`src/rtl/alu_writeback.sv`:
```
// Execute-to-writeback stage: single-entry skid register between the ALU and the
// register-file write port, plus the architectural shift-carry and parity flags.
module alu_writeback #(
    parameter int NREGS = 8,
    parameter int DW    = 8,
    localparam int AW   = $clog2(NREGS)
) (
    input  logic          clk,
    input  logic          rst_n,
    input  logic          in_valid,
    output logic          in_ready,
    input  logic          in_wr,
    input  logic [AW-1:0] in_rd,
    input  logic [DW-1:0] rslt,
    input  logic          sc_o,
    input  logic          sc_en,
    input  logic          sc_clr,
    input  logic          pari,
    input  logic          pari_en,
    input  logic          pari_clr,
    input  logic          wb_stall,
    output logic          sc_q,
    output logic          pari_q,
    output logic          reg_we,
    output logic [AW-1:0] reg_waddr,
    output logic [DW-1:0] reg_wdata,
    output logic          fwd_valid,
    output logic [AW-1:0] fwd_addr,
    output logic [DW-1:0] fwd_data,
    output logic [15:0]   retire_cnt
);

    logic          pend_v_r;
    logic          pend_wr_r;
    logic [AW-1:0] pend_rd_r;
    logic [DW-1:0] pend_data_r;
    logic          sc_r;
    logic          pari_r;
    logic [15:0]   retire_cnt_r;
    logic          acc_s;
    logic          ret_s;
    logic          ready_s;

    // Clear beats load; with neither strobe the flag keeps its value.
    function automatic logic flag_next(input logic q, input logic clr,
                                       input logic en, input logic d);
        logic n;
        if (clr) begin
            n = 1'b0;
        end else if (en) begin
            n = d;
        end else begin
            n = q;
        end
        return n;
    endfunction

    // Handshake decode; ready depends only on slot occupancy and the stall.
    always_comb begin
        ready_s = !pend_v_r || !wb_stall;
        acc_s   = in_valid && ready_s;
        ret_s   = pend_v_r && !wb_stall;
    end

    // Pending entry: a same-cycle accept replaces the retiring entry.
    always_ff @(posedge clk or negedge rst_n) begin
        if (!rst_n) begin
            pend_v_r    <= 1'b0;
            pend_wr_r   <= 1'b0;
            pend_rd_r   <= '0;
            pend_data_r <= '0;
        end else if (acc_s) begin
            pend_v_r    <= 1'b1;
            pend_wr_r   <= in_wr;
            pend_rd_r   <= in_rd;
            pend_data_r <= rslt;
        end else if (ret_s) begin
            pend_v_r    <= 1'b0;
        end else begin
            pend_v_r    <= pend_v_r;
        end
    end

    // Flags follow accepted instructions only, so chained ALU ops see them next cycle.
    always_ff @(posedge clk or negedge rst_n) begin
        if (!rst_n) begin
            sc_r   <= 1'b0;
            pari_r <= 1'b0;
        end else if (acc_s) begin
            sc_r   <= flag_next(sc_r, sc_clr, sc_en, sc_o);
            pari_r <= flag_next(pari_r, pari_clr, pari_en, pari);
        end else begin
            sc_r   <= sc_r;
            pari_r <= pari_r;
        end
    end

    // Retire counter, free-running modulo 2^16.
    always_ff @(posedge clk or negedge rst_n) begin
        if (!rst_n) begin
            retire_cnt_r <= 16'h0000;
        end else if (ret_s) begin
            retire_cnt_r <= retire_cnt_r + 16'h0001;
        end else begin
            retire_cnt_r <= retire_cnt_r;
        end
    end

    // Output drive; write port and forwarding both present the pending fields.
    always_comb begin
        in_ready   = ready_s;
        reg_we     = ret_s && pend_wr_r;
        reg_waddr  = pend_rd_r;
        reg_wdata  = pend_data_r;
        fwd_valid  = pend_v_r && pend_wr_r;
        fwd_addr   = pend_rd_r;
        fwd_data   = pend_data_r;
        sc_q       = sc_r;
        pari_q     = pari_r;
        retire_cnt = retire_cnt_r;
    end

endmodule

```
`config.mk`:
```
export PLATFORM = sky130hd
export DESIGN_NAME = alu_writeback
export DESIGN_NICKNAME = d
export VERILOG_FILES = /design/src/rtl/alu_writeback.sv
export SDC_FILE = /design/constraint.sdc
export NUM_CORES = 1
export LEC_CHECK = 0
export CAP_MARGIN = 20
export CORE_AREA = 5 5 63 65
export DETAILED_ROUTE_END_ITERATION = 7
export DIE_AREA = 0 0 68 70
export PLACE_DENSITY = 0.8
export RECOVER_POWER = 25
export SYNTH_ARGS = -nofsm -noshare
export SYNTH_HDL_FRONTEND = slang
export SYNTH_SLANG_ARGS = --single-unit
```
`constraint.sdc`:
```
create_clock -name clk -period 3.28 [get_ports clk]
set_input_delay 0.656 -clock clk [delete_from_list [all_inputs] [get_ports clk]]
set_output_delay 0.656 -clock clk [all_outputs]
set_load 0.05 [all_outputs]
```
==> results of run 1 <==
-- cells in the mapped netlist, drive strengths merged (2+ instances only) --
library cell / number
o22ai: 2
inv: 2
mux2: 13
and4: 2
nand2: 8
dfrtp: 31
xor2: 5
nor4: 2
nor2: 5
nand4: 3
buf: 13
a31oi: 2
xnor2: 10
nand3: 2
and2: 3
-- logic make-up (layout without fill, tap and decap cells) --
logic type,Yosys count,count (layout),synth area share [%]
AND/OR/NAND/NOR,31,31,15.09
adder cells (fa/ha/maj),1,1,0.8771
flip-flops,31,31,54.39
AO/OA/AOI/OAI,4,4,1.754
buffers and inverters,15,74,7.895
multiplexers,13,13,10.79
XOR/XNOR,15,15,9.210
-- sequential cells by signal, summed over array words and instances, names as in the netlist --
name        count
fwd_addr        3
fwd_data        8
pari_q          1
pend_v_r        1
pend_wr_r       1
retire_cnt     16
sc_q            1
-- critical path, delay by kind of cell --
kind / cells / cell delay, ns
buf+inv: 2 / 1.27
simple gates: 1 / 0.13
-- power groups by stage --
stage	logic (mW)	registers [mW]	clock network (mW)
6_report	0.621	0.513	0.219
4_1_cts	0.630	0.515	0.230
3_5_place_dp	0.629	0.523	0
3_3_place_gp	0.616	0.518	0
2_1_floorplan	0.224	0.720	0
5_1_grt	0.651	0.527	0.240
-- metrics by stage --
| stage | hold slack, ns | setup WS [ns] |
|---|---|---|
| global route | 0.4884 | 0.5036 |
| global placement | 0.4618 | 0.6012 |
| detailed placement | 0.4686 | 0.5705 |
| floorplan | 0.3604 | 1.291 |
| CTS | 0.4811 | 0.5612 |
| finish | 0.4794 | 0.5696 |
-- area by class of cell --
cell class              count  area, um^2
clock buffers               6       51.30
clock inverters             1       5.005
fillers                   264        1207
inverters                   2       7.507
multi-input cells          64       538.0
flip-flops and latches     31       775.7
well taps                  46       57.56
repair buffers             65       641.9
-- routing by layer --
layer	wire (um)	global-route usage, %	up-vias
li1	-	-	478
met1	1226	16.16	467
met2	1509	22.38	43
met3	282	5.288	5
met4	59	7.285	0
met5	0	0	-
-- how the worst max path moves through the flow --
stage | depth (start not counted) | slack (ns) | endpoint
after floorplan | 2 | 1.29 | reg_we
after global placement | 3 | 0.60 | in_ready
after detailed placement | 3 | 0.57 | in_ready
after CTS | 3 | 0.56 | in_ready
after global routing | 3 | 0.50 | in_ready
final | 3 | 0.57 | in_ready
==> results.sh, run 1 <==
export IMPL_status="complete, but fails checks"
export IMPL_failed_checks="max-capacitance violations, max-slew violations"
export IMPL_ys_ff_latch=31
export IMPL_gr_usage_all_layers_pct=14.11
export IMPL_synth_top_area_cell="dfrtp_1"
export IMPL_synth_warnings=0
export IMPL_ys_top_cells_by_area="dfrtp_1 54%, mux2_2 8.7%, xnor2_1 6.1%"
export IMPL_relSlewSlack_pct=-8.160
export IMPL_netlist_area_leader_share_pct=54.39
export IMPL_grt_pass1_vias=1043
export IMPL_finalSetupTns_ns=0
export IMPL_synth_async_reset_ratio_pct=100.0
export IMPL_synth_area_um2=1426
export IMPL_final_area_um2=2077
export IMPL_crit_start="wb_stall"
export IMPL_wl_per_cell_um=14.31
export IMPL_r2r_slack_ns=1.73
export IMPL_pwr_share_comb_pct=45.9
export IMPL_cts_resized=0
export IMPL_final_cell_mix="62 x clkdlybuf4s50_1, 31 x dfrtp_1, 11 x mux2_2"
export IMPL_p_per_area_nw_per_um2=651.0
export IMPL_synthCells=110
export IMPL_cp_max_fo=4
export IMPL_ios=65
export IMPL_finalSetupViolations=0
export IMPL_io_buffer_count=64
export IMPL_fin_cells=215
export IMPL_via_per_inst=4.619
export IMPL_avgSynthCellArea_um2=12.97
export IMPL_worstMarginPinSlew_ns=1.622
export IMPL_arrival_ns=2.05
export IMPL_finalHoldViolCount=0
export IMPL_r2r_start="retire_cnt[0]"
export IMPL_synthFlopType="dfrtp_1"
export IMPL_firstDrtPassIters=2
export IMPL_cts_hold_buf=0
export IMPL_finish_net_count=192
export IMPL_grt_max_degree=32
export IMPL_crit_slowest_cell="clkdlybuf4s50_1"
export IMPL_area_growth_synth_to_final_pct=45.61
export IMPL_final_common_cell="clkdlybuf4s50_1"
export IMPL_fp_dieW_um=68
export IMPL_ys_seq_area_share_pct=54.39
export IMPL_clockBufferDepth=2
export IMPL_hp_class="reg -> reg"
export IMPL_ant_nets=0
export IMPL_antenna_found_initial=0
export IMPL_fin_worst_skew_ns=0.004043
export IMPL_die_h_um=70
export IMPL_crit_chain="clkdlybuf4s50_1 -> nand2_1 -> clkdlybuf4s50_1"
export IMPL_reg2reg_depth=5
export IMPL_holdPathStages=1
export IMPL_critical_path_max_stage_delay_ns=0.82
export IMPL_initial_core_util_pct=43.43
export IMPL_worstSetupStartpointType="input port"
export IMPL_hpwl_um=2453
export IMPL_synth_edf_count=0
export IMPL_clk_transition_reported_paths_ns=0.09
export IMPL_cts_tree="built"
export IMPL_cts_setup_buffers=0
export IMPL_vias=993
export IMPL_final_layout_size_suffix_gt1_share_pct=15.98
export IMPL_total_power_mw=1.352
export IMPL_yosysUniqueCellTypes=27
export IMPL_endpoint_kind="output port"
export IMPL_vdd_drop_max_mv=0.3214
export IMPL_fin_crit_sh_pct=82.63
export IMPL_root_buffer="clkbuf_4"
export IMPL_cp_common_cell="clkdlybuf4s50_1"
export IMPL_dp_cells=208
export IMPL_core_region_area_um2=3284
export IMPL_antenna_cells=0
export IMPL_rsz0062_at_grt="false"
export IMPL_critPathKind="in -> out"
export IMPL_drv_cap=1
export IMPL_dpl_cell_area_um2=2024
export IMPL_htree_levels=2
export IMPL_worstPathRequired_ns=2.62
export IMPL_cts_sinks=31
export IMPL_syn_num_nets=133
export IMPL_drt_wl_total_um=3077
export IMPL_rr_endpoint="retire_cnt[12]"
export IMPL_power_frac_seq_pct=37.9
export IMPL_worstHoldEndpoint="retire_cnt[15]"
export IMPL_slew_viol_final=32
export IMPL_cts_made_buffers=5
export IMPL_grt_overflow_total=0
export IMPL_final_util_pct=63.24
export IMPL_clock_power_share_pct=16.2
export IMPL_grt_pass1_wl_um=4988
export IMPL_min_from="retire_cnt[15]"
export IMPL_p_switching_mw=0.5896
export IMPL_drt_iter0_drc=47
export IMPL_drc_errors=0
export IMPL_period_minus_slack_ns=2.710
export IMPL_clk_latency_ns=0.32
export IMPL_p_int_mw=0.7626
export IMPL_fmaxAchievable_mhz=368.9
export IMPL_die_area_um2=4760
export IMPL_switching_share_pct=43.60
export IMPL_gp_congestion=0.7673
export IMPL_rows=21
export IMPL_p_leak_nw=0.8929
(Power assumes the default switching activity.)
==> inputs of run 2 (changes only) <==
--- a/config.mk
+++ b/config.mk
@@ -6,10 +6,10 @@
 export NUM_CORES = 1
 export LEC_CHECK = 0
 export CAP_MARGIN = 20
-export CORE_AREA = 5 5 63 65
+export CORE_AREA = 5 5 65 67
 export DETAILED_ROUTE_END_ITERATION = 7
-export DIE_AREA = 0 0 68 70
-export PLACE_DENSITY = 0.8
+export DIE_AREA = 0 0 70 72
+export PLACE_DENSITY = 0.75
 export RECOVER_POWER = 25
 export SYNTH_ARGS = -nofsm -noshare
 export SYNTH_HDL_FRONTEND = slang
==> constraint.sdc (replaced) <==
create_clock -name clk -period 2.83 [get_ports clk]
set_input_delay 0.566 -clock clk [delete_from_list [all_inputs] [get_ports clk]]
set_output_delay 0.566 -clock clk [all_outputs]
set_load 0.05 [all_outputs]
==> run 2 against run 1 <==
Effect of this change: die area rose by 5.9%; critical endpoint is now retire_cnt[4]; the flow still finishes with violations (max-capacitance violations, max-slew violations); core utilization fell by 4.5 points; largest cell class unchanged; via count rose by 3.8%; clock power rose by 32%; sequential power rose by 16%; global-route usage fell by 1.5 points.
==> results.sh, run 2 (synthesized netlist as in run 1, its figures left out) <==
export IMPL_worstSetupStartpointType="flop"
export IMPL_firstDrtPassIters=4
export IMPL_p_leak_nw=0.9011
export IMPL_p_per_area_nw_per_um2=764.7
export IMPL_hpwl_um=2394
export IMPL_vdd_drop_max_mv=0.5300
export IMPL_grt_pass1_vias=1077
export IMPL_crit_slowest_cell="clkdlybuf4s50_1"
export IMPL_fin_crit_sh_pct=79.58
export IMPL_antenna_cells=0
export IMPL_finish_net_count=192
export IMPL_htree_levels=2
export IMPL_antenna_found_initial=0
export IMPL_final_common_cell="clkdlybuf4s50_1"
export IMPL_crit_chain="clkdlybuf4s50_1"
export IMPL_crit_start="retire_cnt[4]"
export IMPL_fmaxAchievable_mhz=444.1
export IMPL_drt_iter0_drc=39
export IMPL_dp_cells=210
export IMPL_critical_path_max_stage_delay_ns=0.87
export IMPL_rsz0062_at_grt="false"
export IMPL_rows=22
export IMPL_largest_register_ffs=16
export IMPL_rr_endpoint="retire_cnt[6]"
export IMPL_grt_pass1_wl_um=5023
export IMPL_clk_transition_reported_paths_ns=0.09
export IMPL_gp_congestion=0.8289
export IMPL_root_buffer="clkbuf_4"
export IMPL_cts_setup_buffers=0
export IMPL_finalSetupViolations=0
export IMPL_vias=1031
export IMPL_hp_class="reg -> reg"
export IMPL_drt_wl_total_um=3066
export IMPL_core_region_area_um2=3578
export IMPL_ant_nets=0
export IMPL_gr_usage_all_layers_pct=12.62
export IMPL_drc_errors=0
export IMPL_cp_num_buf_inv=1
export IMPL_failed_checks="max-capacitance violations, max-slew violations"
export IMPL_fin_worst_skew_ns=0.004492
export IMPL_finalHoldViolCount=0
export IMPL_cts_resized=0
export IMPL_ios=65
export IMPL_endpoint_kind="output port"
export IMPL_area_growth_synth_to_final_pct=47.37
export IMPL_final_cell_mix="61 x clkdlybuf4s50_1, 31 x dfrtp_1, 11 x mux2_2"
export IMPL_cts_made_buffers=5
export IMPL_r2r_start="retire_cnt[0]"
export IMPL_final_layout_size_suffix_gt1_share_pct=16.47
export IMPL_cts_tree="built"
export IMPL_r2r_slack_ns=1.26
export IMPL_grt_max_degree=32
export IMPL_path_delay_family="buffers and inverters"
export IMPL_relSlewSlack_pct=-7.152
export IMPL_die_h_um=72
export IMPL_final_setup_worst_slack_ns=0.5780
export IMPL_cts_hold_buf=0
export IMPL_finalSetupTns_ns=0
export IMPL_endpoint="retire_cnt[4]"
export IMPL_multi_input_area_um2=538.0
export IMPL_final_util_pct=58.74
export IMPL_critPathKind="reg -> out"
export IMPL_via_per_inst=4.729
export IMPL_fillers=292
export IMPL_fin_cells=218
export IMPL_cp_max_fo=6
export IMPL_dp_worst_setup_slack_ns=0.5861
export IMPL_status="complete, but fails checks"
export IMPL_grt_overflow_total=0
export IMPL_io_buffer_count=64
export IMPL_clockBufferDepth=2
export IMPL_arrival_ns=1.69
export IMPL_reg2reg_depth=5
export IMPL_total_power_mw=1.607
export IMPL_worstSetupPathDepth=1
export IMPL_worstPathRequired_ns=2.26
export IMPL_slew_viol_final=32
export IMPL_initial_core_util_pct=39.86
export IMPL_period_minus_slack_ns=2.252
export IMPL_wl_per_cell_um=14.06
export IMPL_fp_dieW_um=70
export IMPL_register_area_um2=775.7
export IMPL_cts_sinks=31
export IMPL_clk_latency_ns=0.32
export IMPL_die_area_um2=5040
export IMPL_worstMarginPinSlew_ns=1.607
export IMPL_drv_cap=1
run 2: changes by cell type in the layout (fill, tap and decap cells not counted), sizes merged:
cell	before	now
clkbuf	7	9
buf	1	2
clkinv	1	0
clkdlybuf4s50	62	61
run 2: cell type report:
| cell class | count | share of cell area (%) |
|---|---|---|
| Inverter | 2 | 0.3571 |
| Sequential cell | 31 | 36.90 |
| Multi-Input combinational cell | 64 | 25.60 |
| Timing Repair Buffer | 65 | 31.01 |
| Tap cell | 48 | 2.857 |
| Clock buffer | 8 | 3.274 |
run 2: stage by stage:
stage	hold slack, ns	cell area, um^2
2_1_floorplan	0.2704	1426
3_3_place_gp	0.4622	2037
3_5_place_dp	0.4770	2037
4_1_cts	0.4944	2106
5_1_grt	0.5073	2102
6_report	0.4892	2102
run 2: layer usage:
| metal | up-vias | track usage (%) | wire length, um |
|---|---|---|---|
| li1 | 480 | - | - |
| met1 | 498 | 14.93 | 1277 |
| met2 | 45 | 20.46 | 1462 |
| met3 | 8 | 4.017 | 249 |
| met4 | 0 | 7.021 | 76 |
| met5 | - | 0 | 0 |
run 2: power by group:
| part | internal [mW] | switching [mW] |
|---|---|---|
| clock | 0.146 | 0.142 |
| combinational | 0.258 | 0.465 |
| sequential | 0.515 | 0.0814 |
run 2: how the worst min path moves through the flow:
| stage | startpoint | end | cells past startpoint |
|---|---|---|---|
| CTS | retire_cnt[15] | retire_cnt[15] | 1 |
| global placement | retire_cnt[15] | retire_cnt[15] | 1 |
| detailed placement | retire_cnt[15] | retire_cnt[15] | 1 |
| floorplan | rst_n | fwd_addr[0] | 0 |
| finish | retire_cnt[15] | retire_cnt[15] | 1 |
| global route | retire_cnt[15] | retire_cnt[15] | 1 |
==> inputs of run 3 (changes only) <==
--- a/config.mk
+++ b/config.mk
@@ -6,10 +6,10 @@
 export NUM_CORES = 1
 export LEC_CHECK = 0
 export CAP_MARGIN = 20
-export CORE_AREA = 5 5 65 67
+export CORE_AREA = 5 5 69 71
 export DETAILED_ROUTE_END_ITERATION = 7
-export DIE_AREA = 0 0 70 72
-export PLACE_DENSITY = 0.75
+export DIE_AREA = 0 0 74 76
+export PLACE_DENSITY = 0.7
 export RECOVER_POWER = 25
 export SYNTH_ARGS = -nofsm -noshare
 export SYNTH_HDL_FRONTEND = slang
==> constraint.sdc (replaced) <==
create_clock -name clk -period 1.82 [get_ports clk]
set_input_delay 0.364 -clock clk [delete_from_list [all_inputs] [get_ports clk]]
set_output_delay 0.364 -clock clk [all_outputs]
set_load 0.05 [all_outputs]
==> run 3 against run 2 <==
Effect of this change: the flow now finishes without violations; flip-flop and latch count did not move; clock power rose by 75%; cell count rose by 3.7%; die area rose by 12%; via count fell by 0.39%; worst setup slack got worse by 0.50 ns.
==> results.sh, run 3 (synthesized netlist as in run 1, its figures left out) <==
export IMPL_clock_power_share_pct=20.0
export IMPL_holdPathStages=1
export IMPL_htree_levels=2
export IMPL_fin_worst_skew_ns=0.006438
export IMPL_root_buffer="clkbuf_8"
export IMPL_p_int_mw=1.431
export IMPL_clk_transition_reported_paths_ns=0.06
export IMPL_pwr_share_comb_pct=42.7
export IMPL_finalHoldViolCount=0
export IMPL_firstDrtPassIters=4
export IMPL_clockBufferDepth=2
export IMPL_via_per_inst=4.544
export IMPL_final_util_pct=49.49
export IMPL_grt_max_degree=32
export IMPL_area_growth_synth_to_final_pct=44.82
export IMPL_drv_cap=0
export IMPL_cts_made_buffers=5
export IMPL_endpoint_kind="output port"
export IMPL_ant_nets=0
export IMPL_p_per_area_nw_per_um2=1222
export IMPL_final_cell_mix="45 x buf_4, 31 x dfrtp_1, 20 x clkdlybuf4s50_1"
export IMPL_hpwl_um=2485
export IMPL_finish_net_count=196
export IMPL_final_area_um2=2066
export IMPL_drt_wl_total_um=3149
export IMPL_critPathKind="in -> out"
export IMPL_power_frac_seq_pct=37.3
export IMPL_largest_register_ffs=16
export IMPL_finalSetupViolations=0
export IMPL_io_buffer_count=64
export IMPL_final_common_cell="buf_4"
export IMPL_worstMarginPinSlew_ns=0.7437
export IMPL_vias=1027
export IMPL_rsz0062_at_grt="false"
export IMPL_die_h_um=76
export IMPL_antenna_cells=0
export IMPL_switching_share_pct=43.31
export IMPL_antenna_found_initial=0
export IMPL_worstPathRequired_ns=1.46
export IMPL_rows=24
export IMPL_dpl_cell_area_um2=1982
export IMPL_gp_congestion=0.8159
export IMPL_grt_pass1_vias=1118
export IMPL_reg2reg_depth=5
export IMPL_grt_pass1_wl_um=5161
export IMPL_p_switching_mw=1.093
export IMPL_vdd_drop_max_mv=1.091
export IMPL_worstHoldEndpoint="retire_cnt[15]"
export IMPL_min_from="retire_cnt[15]"
export IMPL_worstSetupStartpointType="input port"
export IMPL_wl_per_cell_um=13.93
export IMPL_cts_tree="built"
export IMPL_status="completed"
export IMPL_relSlewSlack_pct=50.42
export IMPL_arrival_ns=1.38
export IMPL_dp_cells=218
export IMPL_ios=65
export IMPL_hp_class="reg -> reg"
export IMPL_r2r_slack_ns=0.30
export IMPL_slew_viol_final=0
export IMPL_drt_iter0_drc=15
export IMPL_gr_usage_all_layers_pct=11.59
export IMPL_final_layout_size_suffix_gt1_share_pct=43.10
export IMPL_period_minus_slack_ns=1.739
export IMPL_fmaxAchievable_mhz=575.0
export IMPL_fp_dieW_um=74
export IMPL_cp_max_fo=3
export IMPL_die_area_um2=5624
export IMPL_fin_cells=226
export IMPL_cts_hold_buf=0
export IMPL_initial_core_util_pct=34.17
export IMPL_clk_latency_ns=0.28
export IMPL_grt_overflow_total=0
export IMPL_core_region_area_um2=4174
export IMPL_cts_sinks=31
export IMPL_drc_errors=0
export IMPL_rr_endpoint="retire_cnt[12]"
export IMPL_fin_crit_sh_pct=95.56
export IMPL_p_leak_nw=0.9867
export IMPL_r2r_start="retire_cnt[0]"
==> run 3: changes by cell type in the layout (fill, tap and decap cells not counted), moves of 3 or more <==
cell	change
buf_4	+44
clkbuf_4	-5
clkdlybuf4s50_1	-41
clkbuf_8	+3
==> run 3: area by class of cell <==
type                    instances  area, um^2
clock buffers                   7       76.32
clock inverters                 1       5.005
fillers                       369        2108
inverters                       2       7.507
multi-input cells              64       543.0
flip-flops and latches         31       775.7
well taps                      52       65.06
repair buffers                 69       593.1
==> run 3: routing by layer <==
metal | vias to the layer above | global-route usage, % | share of wire [%]
met2 | 31 | 20.12 | 54
met1 | 507 | 13.70 | 40
met5 | - | 0 | 0
met3 | 2 | 3.958 | 6.1
li1 | 487 | - | -
met4 | 0 | 2.174 | 0.29
==> run 3: power groups by stage <==
stage | Clock [mW] | Sequential, mW | Combinational [mW]
after floorplan | 0 | 1.30 | 0.403
after global placement | 0 | 0.941 | 1.08
after detailed placement | 0 | 0.947 | 1.09
after CTS | 0.528 | 0.941 | 1.09
after global routing | 0.549 | 0.962 | 1.13
final | 0.505 | 0.941 | 1.08
==> run 3: worst max-delay path by stage <==
stage	startpoint	end	cells past startpoint	slack, ns
after global routing	wb_stall	reg_we	5	0.01
final	wb_stall	reg_we	5	0.08
after global placement	wb_stall	retire_cnt[12]	5	0.03
after floorplan	retire_cnt[0]	retire_cnt[12]	5	0.008
after detailed placement	wb_stall	reg_we	5	-0.02
after CTS	wb_stall	reg_we	5	0.008
==> run 3: repair_timing <==
action                                  4_1_cts  5_1_grt
pin swaps                                     0        0
gates resized for setup                       1        1
buffers inserted                              0        0
endpoints found under the setup margin        1        1
==> run 3: worst max-delay path, stage by stage <==
cell             delay [ns]
clkdlybuf4s50_1        0.43
buf_4                  0.15
nor2b_2                0.14
and2_4                 0.17
buf_12                 0.13
==> run 3: per-stage QoR <==
| stage | setup TNS [ns] | setup slack, ns | power [mW] | hold WS, ns |
|---|---|---|---|---|
| CTS | 0 | 0.008106 | 2.563 | 0.4882 |
| finish | 0 | 0.08078 | 2.525 | 0.4758 |
| global route | 0 | 0.01286 | 2.644 | 0.5130 |
| floorplan | 0 | 0.008345 | 1.701 | 0.06841 |
| detailed placement | -0.01665 | -0.01665 | 2.041 | 0.4802 |
| global placement | 0 | 0.02746 | 2.018 | 0.4644 |
